===== src/rtl/tick_gen.sv =====
// Multi-rate tick generator: a prescaler produces tick_fast, a half-second
// counter derives tick_2hz, blink and tick_1hz from it. All outputs registered.
module tick_gen #(
    parameter int CLOCK_FREQ = 125000000,
    parameter int FAST_HZ    = 1000,
    parameter int SIM_DIV    = 4
) (
    input  logic clk,
    input  logic rst,
    input  logic run,
    input  logic sync,
    input  logic fast_mode,
    output logic tick_fast,
    output logic tick_2hz,
    output logic tick_1hz,
    output logic blink
);

    localparam int PARAMS_OK = ((FAST_HZ >= 2) && (FAST_HZ % 2 == 0) && (SIM_DIV >= 1)) ? 1 : 0;
    localparam int SAFE_HZ   = (FAST_HZ >= 1) ? FAST_HZ : 1;
    localparam int PRE_DIV   = CLOCK_FREQ / SAFE_HZ;
    localparam int HALF      = FAST_HZ / 2;
    localparam int MAX_DIV   = (PRE_DIV > SIM_DIV) ? PRE_DIV : SIM_DIV;
    localparam int PW        = (MAX_DIV > 1) ? $clog2(MAX_DIV) : 1;
    localparam int HW        = (HALF > 1) ? $clog2(HALF) : 1;

    localparam logic [PW-1:0] PRE_TERM  = PW'(PRE_DIV - 1);
    localparam logic [PW-1:0] SIM_TERM  = PW'(SIM_DIV - 1);
    localparam logic [PW-1:0] PRE_ONE   = PW'(1);
    localparam logic [HW-1:0] HALF_LAST = HW'(HALF - 1);
    localparam logic [HW-1:0] HALF_ONE  = HW'(1);

    if ((PARAMS_OK == 0) || (CLOCK_FREQ % SAFE_HZ != 0)) begin : g_bad_params
        $error("tick_gen: illegal CLOCK_FREQ/FAST_HZ/SIM_DIV combination");
    end

    logic [PW-1:0] r_pre;
    logic [HW-1:0] r_half;
    logic          r_blink;
    logic          r_tick_fast;
    logic          r_tick_2hz;
    logic          r_tick_1hz;

    logic [PW-1:0] w_term;
    logic          w_pre_wrap;
    logic          w_half_wrap;

    // Terminal is re-selected every cycle; >= lets a shrinking terminal wrap at once.
    always_comb begin
        w_term      = PRE_TERM;
        w_pre_wrap  = 1'b0;
        w_half_wrap = 1'b0;
        if (fast_mode) begin
            w_term = SIM_TERM;
        end else begin
            w_term = PRE_TERM;
        end
        w_pre_wrap  = (r_pre >= w_term);
        w_half_wrap = w_pre_wrap && (r_half == HALF_LAST);
    end

    // Counter and pulse registers; priority rst > sync > run.
    always_ff @(posedge clk) begin
        if (rst) begin
            r_pre       <= '0;
            r_half      <= '0;
            r_blink     <= 1'b0;
            r_tick_fast <= 1'b0;
            r_tick_2hz  <= 1'b0;
            r_tick_1hz  <= 1'b0;
        end else if (sync) begin
            r_pre       <= '0;
            r_half      <= '0;
            r_blink     <= 1'b0;
            r_tick_fast <= 1'b0;
            r_tick_2hz  <= 1'b0;
            r_tick_1hz  <= 1'b0;
        end else if (run) begin
            r_tick_fast <= w_pre_wrap;
            r_tick_2hz  <= w_half_wrap;
            // tick_1hz marks the half-second wrap where blink falls.
            r_tick_1hz  <= w_half_wrap && r_blink;
            if (w_pre_wrap) begin
                r_pre <= '0;
                if (w_half_wrap) begin
                    r_half  <= '0;
                    r_blink <= ~r_blink;
                end else begin
                    r_half  <= r_half + HALF_ONE;
                    r_blink <= r_blink;
                end
            end else begin
                r_pre   <= r_pre + PRE_ONE;
                r_half  <= r_half;
                r_blink <= r_blink;
            end
        end else begin
            r_pre       <= r_pre;
            r_half      <= r_half;
            r_blink     <= r_blink;
            r_tick_fast <= 1'b0;
            r_tick_2hz  <= 1'b0;
            r_tick_1hz  <= 1'b0;
        end
    end

    assign tick_fast = r_tick_fast;
    assign tick_2hz  = r_tick_2hz;
    assign tick_1hz  = r_tick_1hz;
    assign blink     = r_blink;

endmodule


===== config.mk =====
export PLATFORM = sky130hd
export DESIGN_NAME = tick_gen
export DESIGN_NICKNAME = d
export VERILOG_FILES = /design/src/rtl/tick_gen.sv
export SDC_FILE = /design/constraint.sdc
export NUM_CORES = 1
export LEC_CHECK = 0
export ABC_AREA = 1
export BUFFER_PORTS_ARGS = -buffer_cell sky130_fd_sc_hd__buf_2
export CAP_MARGIN = 15
export CORE_AREA = 2 2 80 82
export CTS_CLUSTER_SIZE = 12
export DETAILED_ROUTE_END_ITERATION = 8
export DIE_AREA = 0 0 82 84
export GPL_TIMING_DRIVEN = 0
export SLEW_MARGIN = 20
export SYNTH_ARGS = -nofsm -noshare
export SYNTH_HDL_FRONTEND = slang
export SYNTH_SLANG_ARGS = --single-unit

===== constraint.sdc =====
create_clock -name clk -period 2.64 [get_ports clk]
set_input_delay 0.264 -clock clk [delete_from_list [all_inputs] [get_ports clk]]
set_output_delay 0.264 -clock clk [all_outputs]
set_load 0.02 [all_outputs]

# Word-level counts from Yosys, hierarchy flattened
# Index checks and enable logic that the tools add are counted.
[totals]
ff_bits = 30
inputBits = 5
output_inout_bits = 4
elab_cells = 21
[classes]
n_addsub = 2
n_lt_le_gt_ge = 1
eq_ne = 1
muxes = 3
n_bitwise = 2
n_reduce_logical = 6
[op_table]
columns = ["operator", "n"]
rows = [
  ["2-to-1 mux 17 bit", 2],
  ["adder 17 x 1 -> 17 bit (second input constant)", 1],
  ["greater-or-equal comparator 17 bit", 1],
  ["adder 9 x 1 -> 9 bit (second input constant)", 1],
  ["== test 9 bit (second input constant)", 1],
  ["2-to-1 mux 9 bit", 1],
  ["AND reduction 3 bit", 1],
  ["OR reduction 3 bit", 1],
  ["logical AND 1 bit", 2],
  ["NOT 1 bit", 2],
  ["AND reduction 2 bit", 1],
  ["OR reduction 2 bit", 1],
]

# Depth between registers and ports, before layout
# Gate-level depths: netlist (run 1).
[logic_depth]
word_depth = 4
mapped_depth = 14

# Least setup slack after synthesis (run 1)
# No wires, ideal clock.
[synth_timing]
path_kind = "reg2reg"
startpoint = "register r_pre[6]"
endpoint = "register r_blink (netlist: blink)"
arrival_ns = 1.440
required_ns = 2.530
path_slack_ns = 1.091
stages_incl_launch_ff = 14
path_buffers = 1
period_less_slack_ns = 1.549
cell_sequence = "dfxtp_1 > ha_1 > inv_1 > nor2_1 > nand2_1 > nor2_1 > nand2_1 > nand2_1 > nor2_1 > nand2_2 > buf_4 > nand4_1 > nand2_1 > nor2_1"
[synth_via]
elab_chain_len = 3
[synth_lines]
columns = ["item", "line", "rtl"]
rows = [
  ["start, declared", "37", "logic [PW-1:0] r_pre;"],
  ["start signal, assigned", "93", "r_pre <= r_pre + PRE_ONE;"],
  ["start signal, assigned", "98", "r_pre <= r_pre;"],
  ["greater-or-equal comparator 17 bit *", "58", "w_pre_wrap = (r_pre >= w_term);"],
  ["logical AND 1 bit", "59", "w_half_wrap = w_pre_wrap && (r_half == HALF_LAST);"],
  ["AND reduction 3 bit (no source line) *", "n/a", ""],
  ["end signal, assigned", "87", "r_blink <= ~r_blink;"],
  ["end signal, assigned", "90", "r_blink <= r_blink;"],
  ["end signal, assigned", "95", "r_blink <= r_blink;"],
  ["end, declared", "39", "logic r_blink;"],
]
# Mark *: on every way between the ends. The rest lies on a longest branch, timed or not.
# A chain may end at the register's enable or synchronous reset.

# Worst setup path in the final report (run 1)
[layout_timing]
startpoint = "register r_pre[6]"
endpoint = "register r_pre[4]"
[layout_via]
elab_chain_len = 2
[layout_lines]
columns = ["item", "line", "rtl"]
rows = [
  ["greater-or-equal comparator 17 bit", "58", ""],
  ["2-to-1 mux 17 bit", "83", "if (w_pre_wrap) begin"],
]
# Every way passes these cells.

==> results of run 1 <==
[where the power goes]
group	total [mW]	switching (mW)	leakage, nW	internal [mW]
sequential	0.455	0.00141	0.242	0.454
combinational	0.0406	0.0282	0.518	0.0124
clock	0.388	0.178	0.0472	0.209
total	0.883	0.208	0.807	0.675
[final cells by class]
type	instances	area share (%)
multi-input combinational	178	49.5
timing repair buffer	7	1.78
tap	77	4.90
clock inverter	2	0.636
inverter	34	6.48
sequential	30	30.5
clock buffer	6	4.20
buffer	5	1.97
[cell families (layout without fill, tap and decap cells)]
logic type	count (synthesis)	after routing	synth area share [%]
DFF	30	30	34.5
and+or+nand+nor	135	135	36.6
xor gates and xnor gates	12	12	6.04
adders and majority gates	9	9	6.47
buffers and inverters	39	54	9.55
AOI/OAI and AO/OA	22	22	6.82
[metal layers]
metal / up-vias / track usage, %
met3: 5 / 3.35
met2: 12 / 17.1
li1: 826 / -
met4: 0 / 4.55
met5: - / 0
met1: 655 / 14.7
[how the worst max path moves through the flow]
stage	endpoint	slack, ns	cells after the start
2_1_floorplan	blink	1.09	13
6_report	r_pre[4]	0.86	11
3_3_place_gp	r_pre[4]	0.80	14
5_1_grt	blink	0.58	13
4_1_cts	r_pre[4]	0.84	11
3_5_place_dp	r_pre[4]	0.77	12
[flip-flops by register name, summed over array words and instances, names as in the netlist]
register and flops:
blink 1, r_half 9, r_pre 17, tick_1hz 1, tick_2hz 1, tick_fast 1
[critical path: cells and delay by family (launching register included)]
kind	cells	cell delay (ns)
fa+ha+maj	1	0.34
buf+inv	1	0.18
flops	1	0.36
simple gates	9	0.79
[per-stage QoR]
step	util (%)	instances	instance area [um2]
6_report	32.3	339	1970
5_1_grt	32.3	339	1970
4_1_cts	32.3	339	1970
3_5_place_dp	30.7	331	1870
3_3_place_gp	30.7	331	1870
2_1_floorplan	-	247	1740
[synthesized netlist by cell type]
cell type   n  area [um2]
nand4_1     9        56.3
nand3b_1    2        15.0
inv_1      29         109
nand3_1    16        80.1
buf_6       2        22.5
clkbuf_1    1        3.75
or2_2       1        6.26
nor2_1     35         131
a21oi_2     1        8.76
nor3_1      8        40.0
nand2_2     4        25.0
dfxtp_1    30         601
or2_1       1        6.26
buf_2       1        5.00
nor2_2      9        56.3
nor4_1      2        12.5
ha_1        9         113
a21o_1      1        7.51
xor2_1      9        78.8
xnor2_1     3        26.3
nand2_4     2        22.5
nor3_2      1        10.0
buf_4       1        7.51
clkinv_1    2        7.51
nor2_4      1        11.3
a21oi_1    15        75.1
o22ai_1     2        12.5
o21ai_0     3        15.0
inv_2       3        11.3
nand2_1    44         165
==> flow_metrics.py, run 1 <==
metrics = {
    "worst_setup_path": {
        "ff2ff_path_depth": 11,
        "worst_setup_path_end_kind": "flop",
        "path_cells": "ha_1 > nand2_1 > nor2_1 > nand3_1 > nand3_1 > nand2_1 > nand2_2 > nand2_4 > nand2_4 > buf_6 > nor2_1",
        "cp_max_fo": 10,
        "crit_path_start_kind": "flop",
        "crit_type": "reg -> reg",
        "slowest_delay_ns": 0.36,
        "rr_startpoint": "r_pre[6]",
        "crit_slowest_cell": "dfxtp_1",
        "ff2ff_setup_slack_ns": 0.86,
        "critPathArrivalTime_ns": 1.95,
        "reg2reg_to": "r_pre[4]",
        "cp-startpoint": "r_pre[6]",
        "critPathRequiredTime_ns": 2.81,
    },
    "drt": {
        "met3WireLength_um": 118,
        "wl_met2_mm": 1.52,
        "top_layer_used": "met4",
        "drc": 0,
        "drtPass1Iterations": 4,
        "vias": 1498,
        "ant_nets": 0,
        "drtIter0Drc": 68,
        "met1_length_mm": 1.73,
        "drt-total-wl_mm": 3.43,
        "viasPerCell": 4.42,
        "wire_per_inst_um": 10.1,
    },
    "die": {
        "core_um2": 6100,
        "die_width_um": 82,
        "dieArea_um2": 6890,
        "io_pins": 9,
        "initial_core_util_pct": 28.6,
        "std_cell_rows": 29,
        "die_h_um": 84,
    },
    "timing": {
        "timing.final.ws_setup_ns": 0.863,
        "hold_viol": 0,
        "period_share_pct": 67.3,
        "worst_pin_slew_ns": 0.560,
        "rsz0062_at_grt": "false",
        "slew_viol_final": 0,
        "relSlewSlack_pct": 62.5,
        "finalSetupViolCount": 0,
        "setup_tns_ns": 0,
        "fin_crit_ns": 1.78,
        "timing.hold.ws_ns": 0.347,
        "skew_ns": 0.00886,
        "max_freq_mhz": 563,
    },
    "min_path": {
        "worst_hold_path.num_cells": 4,
        "holdPathEnd": "blink",
        "hold_start": "rst",
        "hp-class": "in -> reg",
    },
    "grt": {
        "grt_max_degree": 11,
        "track_usage_pct": 11.3,
        "grt_pass1_wl_mm": 6.00,
        "antenna_found_initial": 0,
        "overflow": 0,
        "grt_pass1_vias": 1346,
    },
    "clock_network": {
        "cts_buffers": 5,
        "cts.path.max_buffers": 2,
        "cts_tree": "done",
        "cts.reportedPaths.clkPinSlew_ns": 0.06,
        "post_cts_buffers": 0,
        "htreeDepth": 2,
        "cts.sinks": 30,
        "cts_root_buf": "clkbuf_8",
        "worst_skew_pair.late_latency_ns": 0.29,
        "cts.repair.resized": 0,
        "ctsHoldBuffers": 0,
    },
    "status": {
        "outcome": "complete, no violations",
    },
    "synthesis": {
        "syn_inst": 247,
        "ys_ff_latch": 30,
        "yosysSeqAreaShare_pct": 34.5,
        "ys_types": 30,
        "yosys_warnings": 0,
        "syn_area_um2": 1740,
        "syn_nets": 261,
        "avgSynthCellArea_um2": 7.05,
    },
    "placed_design": {
        "portBuffers": 7,
        "place_hpwl_mm": 2.55,
        "place_congestion": 0.796,
        "pre_cts_ws_ns": 0.771,
    },
    "pwr": {
        "total_power_uw": 883,
        "pwr_density_cell_nw_per_um2": 449,
        "vdd_drop_max_uv": 236,
        "power_leakage_nw": 0.807,
    },
    "layout": {
        "antenna_cells": 0,
        "area_growth_pct": 13.0,
        "fin_nets": 275,
        "drive_gt1_share_pct": 15.6,
        "multiInputGateArea_um2": 975,
        "seqCellArea_um2": 601,
        "final_common_cell": "nand2_1",
        "final_cell_mix": "nand2_1 (44), nor2_1 (35), dfxtp_1 (30)",
        "fill_cells": 664,
    },
    "run": {
        "drv_cap": 0,
    },
}
Power figures use the tool's default switching activity.
==> run 2: changes to the inputs <==
==> constraint.sdc (replaced) <==
create_clock -name clk -period 1.66 [get_ports clk]
set_input_delay 0.166 -clock clk [delete_from_list [all_inputs] [get_ports clk]]
set_output_delay 0.166 -clock clk [all_outputs]
set_load 0.02 [all_outputs]
==> flow_metrics.py, run 2 (same netlist as run 1, synthesis figures left out) <==
metrics = {
    "drt": {
        "wl_met2_mm": 2.00,
        "ant_nets": 0,
        "met1_length_mm": 1.86,
        "drtPass1Iterations": 7,
        "drc": 0,
        "drt-total-wl_mm": 4.07,
        "viasPerCell": 4.59,
        "drtIter0Drc": 60,
        "top_layer_used": "met4",
        "vias": 1610,
        "wire_per_inst_um": 11.6,
        "met3WireLength_um": 144,
    },
    "worst_setup_path": {
        "ff2ff_setup_slack_ns": -0.006,
        "crit_buf_inv": 1,
        "critical-path-top-delay-family": "simple AND/OR/NAND/NOR gates",
        "critPathArrivalTime_ns": 1.84,
        "cp_max_fo": 5,
        "rr_startpoint": "r_pre[6]",
        "cp-startpoint": "r_pre[6]",
        "slowest_delay_ns": 0.36,
        "endpoint": "r_pre[15]",
        "path_cells": "ha_4 > nand2_1 > nor2_2 > nand3_1 > nand3_1 > nand2_1 > nand2_4 > nand2_8 > nand2_8 > buf_8 > nor2_2",
        "reg2reg_to": "r_pre[15]",
        "crit_path_start_kind": "flop",
        "crit_type": "reg -> reg",
        "ff2ff_path_depth": 11,
        "crit_cells": 11,
        "crit_slowest_cell": "dfxtp_4",
        "critPathRequiredTime_ns": 1.83,
        "worst_setup_path_end_kind": "flop",
    },
    "timing": {
        "setup_tns_ns": -0.0140,
        "slew_viol_final": 0,
        "relSlewSlack_pct": 54.1,
        "period_share_pct": 100,
        "worst_pin_slew_ns": 0.686,
        "skew_ns": 0.00827,
        "finalSetupViolCount": 4,
        "max_freq_mhz": 600,
        "fin_crit_ns": 1.67,
        "rsz0062_at_grt": "true",
        "timing.final.ws_setup_ns": -0.00570,
        "timing.hold.ws_ns": 0.288,
        "hold_viol": 0,
    },
    "grt": {
        "antenna_found_initial": 0,
        "track_usage_pct": 12.2,
        "grt_max_degree": 11,
        "grt_pass1_vias": 1478,
        "grt_pass1_wl_mm": 6.52,
        "overflow": 0,
    },
    "placed_design": {
        "place_congestion": 0.796,
        "placedCellCount": 331,
        "place_hpwl_mm": 2.55,
        "post_dp_cell_area_um2": 1870,
        "portBuffers": 7,
    },
    "pwr": {
        "p_seq_share_pct": 49.8,
        "switching_share_pct": 24.6,
        "pwr-share-clk_pct": 43.0,
        "vdd_drop_max_uv": 363,
        "combPwrFrac_pct": 7.2,
        "internal_power_mw": 1.09,
        "total_power_mw": 1.45,
        "power_leakage_nw": 0.889,
        "p_sw_uw": 355,
        "pwr_density_cell_nw_per_um2": 609,
    },
    "layout": {
        "fin_nets": 287,
        "reg_top3": "r_pre (17), r_half (9)",
        "largest_reg_flops": 17,
        "top_register": "r_pre",
        "finalInstanceArea_um2": 2370,
        "final_cell_mix": "nand2_1 (37), nor2_1 (27), inv_1 (25)",
        "area_growth_pct": 36.4,
        "final_cells": 351,
        "drive_gt1_share_pct": 36.1,
        "final_common_cell": "nand2_1",
        "antenna_cells": 0,
    },
    "clock_network": {
        "cts_tree": "done",
        "cts_buffers": 5,
        "cts.reportedPaths.clkPinSlew_ns": 0.06,
        "cts.path.max_buffers": 2,
        "worst_skew_pair.late_latency_ns": 0.29,
        "cts.sinks": 30,
        "cts_root_buf": "clkbuf_8",
        "htreeDepth": 2,
    },
    "die": {
        "io_pins": 9,
        "dieArea_um2": 6890,
        "initial_core_util_pct": 28.6,
        "std_cell_rows": 29,
        "core_um2": 6100,
        "die_h_um": 84,
        "die_width_um": 82,
    },
    "min_path": {
        "hp-class": "in -> reg",
    },
    "run": {
        "drv_cap": 0,
    },
    "status": {
        "violations": "negative setup slack",
        "outcome": "finished with violations",
    },
}
[run 2: cell types whose count changed in the layout (fill, tap and decap cells not counted), sizes merged]
cell    change
buf        +11
clkbuf      +1
[run 2: layout make-up]
type | instances | area [um2]
multi-input combinational | 178 | 1210
clock buffer | 6 | 82.6
inverter | 34 | 128
tap | 77 | 96.3
timing repair buffer | 20 | 185
clock inverter | 2 | 12.5
buffer | 4 | 35.0
sequential | 30 | 622
fill | 640 | 3720
[run 2: worst min-delay path, cell delays in order]
cell	delay (ns)
buf_2	0.07
nor2_1	0.14
nand2_1	0.11
nor2_1	0.04
[run 2: stage by stage]
step | setup slack (ns) | util [%]
4_1_cts | -0.0532 | 36.1
3_3_place_gp | -0.102 | 30.7
5_1_grt | -0.134 | 39.0
2_1_floorplan | 0.111 | -
6_report | -0.00570 | 39.0
3_5_place_dp | -0.136 | 30.7
[run 2: power by group through the flow]
| stage | Combinational [mW] | Sequential (mW) | Clock, mW |
|---|---|---|---|
| after global placement | 0.0645 | 0.740 | 0 |
| after detailed placement | 0.0660 | 0.740 | 0 |
| after global routing | 0.115 | 0.719 | 0.667 |
| final | 0.105 | 0.719 | 0.621 |
| after floorplan | 0.0453 | 0.740 | 0 |
| after CTS | 0.0958 | 0.722 | 0.633 |
[run 2: timing repair]
item                       4_1_cts  5_1_grt
setup buffers                    9        1
gates cloned                     1        2
pin swaps                        9       13
resized for setup               28       42
hold buffers                     0        0
setup endpoints to repair       22       29
[run 2: how the worst min path moves through the flow]
stage,endpoint,slack (ns),start,depth (start not counted)
3_3_place_gp,r_half[8],0.47,r_half[8],2
4_1_cts,tick_2hz,0.28,run,3
3_5_place_dp,r_half[8],0.47,r_half[8],2
2_1_floorplan,blink,0.41,rst,3
6_report,blink,0.29,rst,4
5_1_grt,tick_2hz,0.31,run,3
[run 2: per-layer routing]
layer	vias to the layer above	track usage, %
met3	6	3.35
met5	-	0
met2	20	20.1
li1	849	-
met4	0	4.55
met1	735	15.0
==> run 3: changes to the inputs <==
--- a/config.mk
+++ b/config.mk
@@ -5,13 +5,13 @@
 export SDC_FILE = /design/constraint.sdc
 export NUM_CORES = 1
 export LEC_CHECK = 0
-export ABC_AREA = 1
+export ABC_AREA = 0
 export BUFFER_PORTS_ARGS = -buffer_cell sky130_fd_sc_hd__buf_2
 export CAP_MARGIN = 15
-export CORE_AREA = 2 2 80 82
+export CORE_AREA = 2 2 74 76
 export CTS_CLUSTER_SIZE = 12
 export DETAILED_ROUTE_END_ITERATION = 8
-export DIE_AREA = 0 0 82 84
+export DIE_AREA = 0 0 76 78
 export GPL_TIMING_DRIVEN = 0
 export SLEW_MARGIN = 20
 export SYNTH_ARGS = -nofsm -noshare
==> flow_metrics.py, run 3 <==
metrics = {
    "synthesis": {
        "avgSynthCellArea_um2": 8.49,
        "async_flop_share_pct": 0,
        "yosys_warnings": 0,
        "syn_area_um2": 1490,
        "syn_inst": 175,
        "ys_types": 33,
        "synth_edf_count": 0,
        "syn_nets": 189,
        "synthFlopType": "dfxtp_1",
        "yosysSeqAreaShare_pct": 40.4,
        "ys_top_cells_by_count": "dfxtp_1 (30), nor2_1 (28), a21oi_1 (13)",
        "yosysTopAreaCell": "dfxtp_1",
        "synth_most_common_cell": "dfxtp_1",
        "synth_top_area_share_pct": 40.4,
        "ys_top_cells_by_area": "dfxtp_1 (40%), ha_1 (7.6%), nor2_1 (7.1%), xor2_1 (6.5%), a21oi_1 (4.4%)",
        "ys_ff_latch": 30,
    },
    "clock_network": {
        "cts_root_buf": "clkbuf_8",
        "ctsHoldBuffers": 0,
        "cts_tree": "done",
        "cts.reportedPaths.clkPinSlew_ns": 0.06,
        "cts_buffers": 5,
        "worst_skew_pair.late_latency_ns": 0.28,
        "cts.path.max_buffers": 2,
        "htreeDepth": 2,
        "cts.sinks": 30,
    },
    "worst_setup_path": {
        "ff2ff_setup_slack_ns": -0.60,
        "crit_buf_inv": 1,
        "cp_max_fo": 3,
        "worst_setup_path_end_kind": "flop",
        "critical-path-top-delay-family": "simple AND/OR/NAND/NOR gates",
        "crit_type": "reg -> reg",
        "ff2ff_path_depth": 7,
        "reg2reg_to": "r_half[7]",
        "critPathRequiredTime_ns": 1.87,
        "slowest_delay_ns": 0.51,
        "path_cells": "ha_4 > nand2_1 > or4_1 > o31a_1 > buf_6 > or4_4 > a21oi_2",
        "crit_path_start_kind": "flop",
        "critPathArrivalTime_ns": 2.46,
        "rr_startpoint": "r_pre[11]",
        "crit_slowest_cell": "or4_4",
        "cp-startpoint": "r_pre[11]",
    },
    "timing": {
        "finalSetupViolCount": 30,
        "relSlewSlack_pct": 64.1,
        "slew_viol_final": 0,
        "period_share_pct": 136,
        "skew_ns": 0.00574,
        "max_freq_mhz": 443,
        "timing.final.ws_setup_ns": -0.596,
        "hold_viol": 0,
        "worst_pin_slew_ns": 0.538,
        "rsz0062_at_grt": "true",
        "timing.hold.ws_ns": 0.210,
        "setup_tns_ns": -12.95,
        "fin_crit_ns": 2.26,
    },
    "layout": {
        "multiInputGateArea_um2": 946,
        "area_growth_pct": 32.3,
        "final_cell_mix": "nor2_1 (26), dfxtp_1 (26), nand2_1 (12)",
        "largest_reg_flops": 17,
        "reg_top3": "r_pre (17), r_half (9)",
        "seqCellArea_um2": 613,
        "top_register": "r_pre",
        "finish.utilization_pct": 39.0,
        "fin_nets": 214,
        "fill_cells": 502,
        "drive_gt1_share_pct": 27.4,
        "antenna_cells": 0,
    },
    "die": {
        "core_um2": 5040,
        "die_width_um": 76,
        "io_pins": 9,
        "initial_core_util_pct": 29.5,
        "std_cell_rows": 26,
        "dieArea_um2": 5930,
        "die_h_um": 78,
    },
    "min_path": {
        "worst_hold_path.num_cells": 3,
        "hp-class": "in -> reg",
        "holdPathEnd": "r_half[0]",
        "hold_start": "rst",
    },
    "drt": {
        "drc": 0,
        "drt-total-wl_mm": 3.14,
        "viasPerCell": 4.77,
        "vias": 1293,
        "ant_nets": 0,
        "drtIter0Drc": 34,
        "wire_per_inst_um": 11.6,
        "drtPass1Iterations": 4,
    },
    "pwr": {
        "power_leakage_nw": 0.696,
        "vdd_drop_max_uv": 374,
        "pwr_density_cell_nw_per_um2": 760,
    },
    "status": {
        "outcome": "finished with violations",
        "violations": "negative setup slack",
    },
    "grt": {
        "grt_max_degree": 11,
        "use_met3_pct": 3.60,
        "overflow": 0,
        "antenna_found_initial": 0,
        "busiest_layer": "met2",
        "grt_pass1_wl_mm": 5.40,
        "met1_usage_pct": 13.6,
        "grt_pass1_vias": 1261,
        "met2_usage_pct": 18.7,
        "track_usage_pct": 11.1,
    },
    "placed_design": {
        "place_hpwl_mm": 2.04,
        "place_congestion": 0.755,
        "portBuffers": 7,
        "pre_cts_ws_ns": -0.574,
    },
    "run": {
        "drv_cap": 0,
    },
}
run 3: changes by cell type in the layout (fill, tap and decap cells not counted), moves of 7 or more:
| cell | before | now |
|---|---|---|
| nand2_1 | 37 | 12 |
| inv_1 | 25 | 2 |
| nor2_2 | 13 | 1 |
| inv_2 | 7 | 0 |
| nand2_2 | 7 | 0 |
| nand3_1 | 16 | 9 |
run 3: cells by family after synthesis:
family          after synthesis  share of synthesized area, %
compound gates               29                          11.0
xor+xnor                     16                          9.44
fa+ha+maj                     9                          7.58
buf+inv                       8                          2.95
flops                        30                          40.4
mux                           1                         0.674
simple gates                 82                          27.9
run 3: how the worst max path moves through the flow:
stage / endpoint / slack (ns) / depth (start not counted)
2_1_floorplan: r_half[2] / -0.45 / 7
3_3_place_gp: r_half[2] / -0.57 / 8
3_5_place_dp: r_half[2] / -0.57 / 8
4_1_cts: r_half[7] / -0.59 / 7
5_1_grt: r_half[7] / -0.66 / 7
6_report: r_half[7] / -0.60 / 7
run 3: layout make-up:
type	instances	share of cell area, %
flip-flops and latches	30	31.2
multi-input cells	137	48.2
clock buffers	5	3.50
clock inverters	3	2.04
inverters	2	0.382
plain buffers	6	3.25
well taps	70	4.46
repair buffers	18	7.01
run 3: worst reg2reg max path, delay by kind of cell, from the launching register on:
| kind | cells | cell delay (ns) |
|---|---|---|
| fa+ha+maj | 1 | 0.26 |
| buf+inv | 1 | 0.15 |
| compound gates | 2 | 0.49 |
| simple gates | 3 | 0.95 |
| flops | 1 | 0.35 |
run 3: stage by stage:
step | cell area, um2 | total power [mW] | instances
4_1_cts | 1820 | 1.50 | 266
3_3_place_gp | 1640 | 0.786 | 252
5_1_grt | 1960 | 1.55 | 271
3_5_place_dp | 1640 | 0.787 | 252
6_report | 1960 | 1.49 | 271
2_1_floorplan | 1520 | 0.771 | 175
run 3: routing by layer:
metal / wire length, um / vias up
li1: - / 673
met1: 1540 / 599
met5: 0 / -
met2: 1470 / 17
met4: 29 / 0
met3: 96 / 4
run 3: power by group:
group | leakage [nW] | internal, mW | total (mW) | switching [mW]
registers | 0.245 | 0.717 | 0.719 | 0.00253
logic | 0.394 | 0.0283 | 0.0602 | 0.0319
clock network | 0.0579 | 0.441 | 0.714 | 0.273
total | 0.696 | 1.19 | 1.49 | 0.307
run 3: what timing repair did:
| item | in CTS | in global routing |
|---|---|---|
| pin swaps | 8 | 10 |
| cloned | 1 | 0 |
| resized for setup | 15 | 26 |
| setup endpoints to repair | 30 | 30 |
| setup buffers | 5 | 5 |
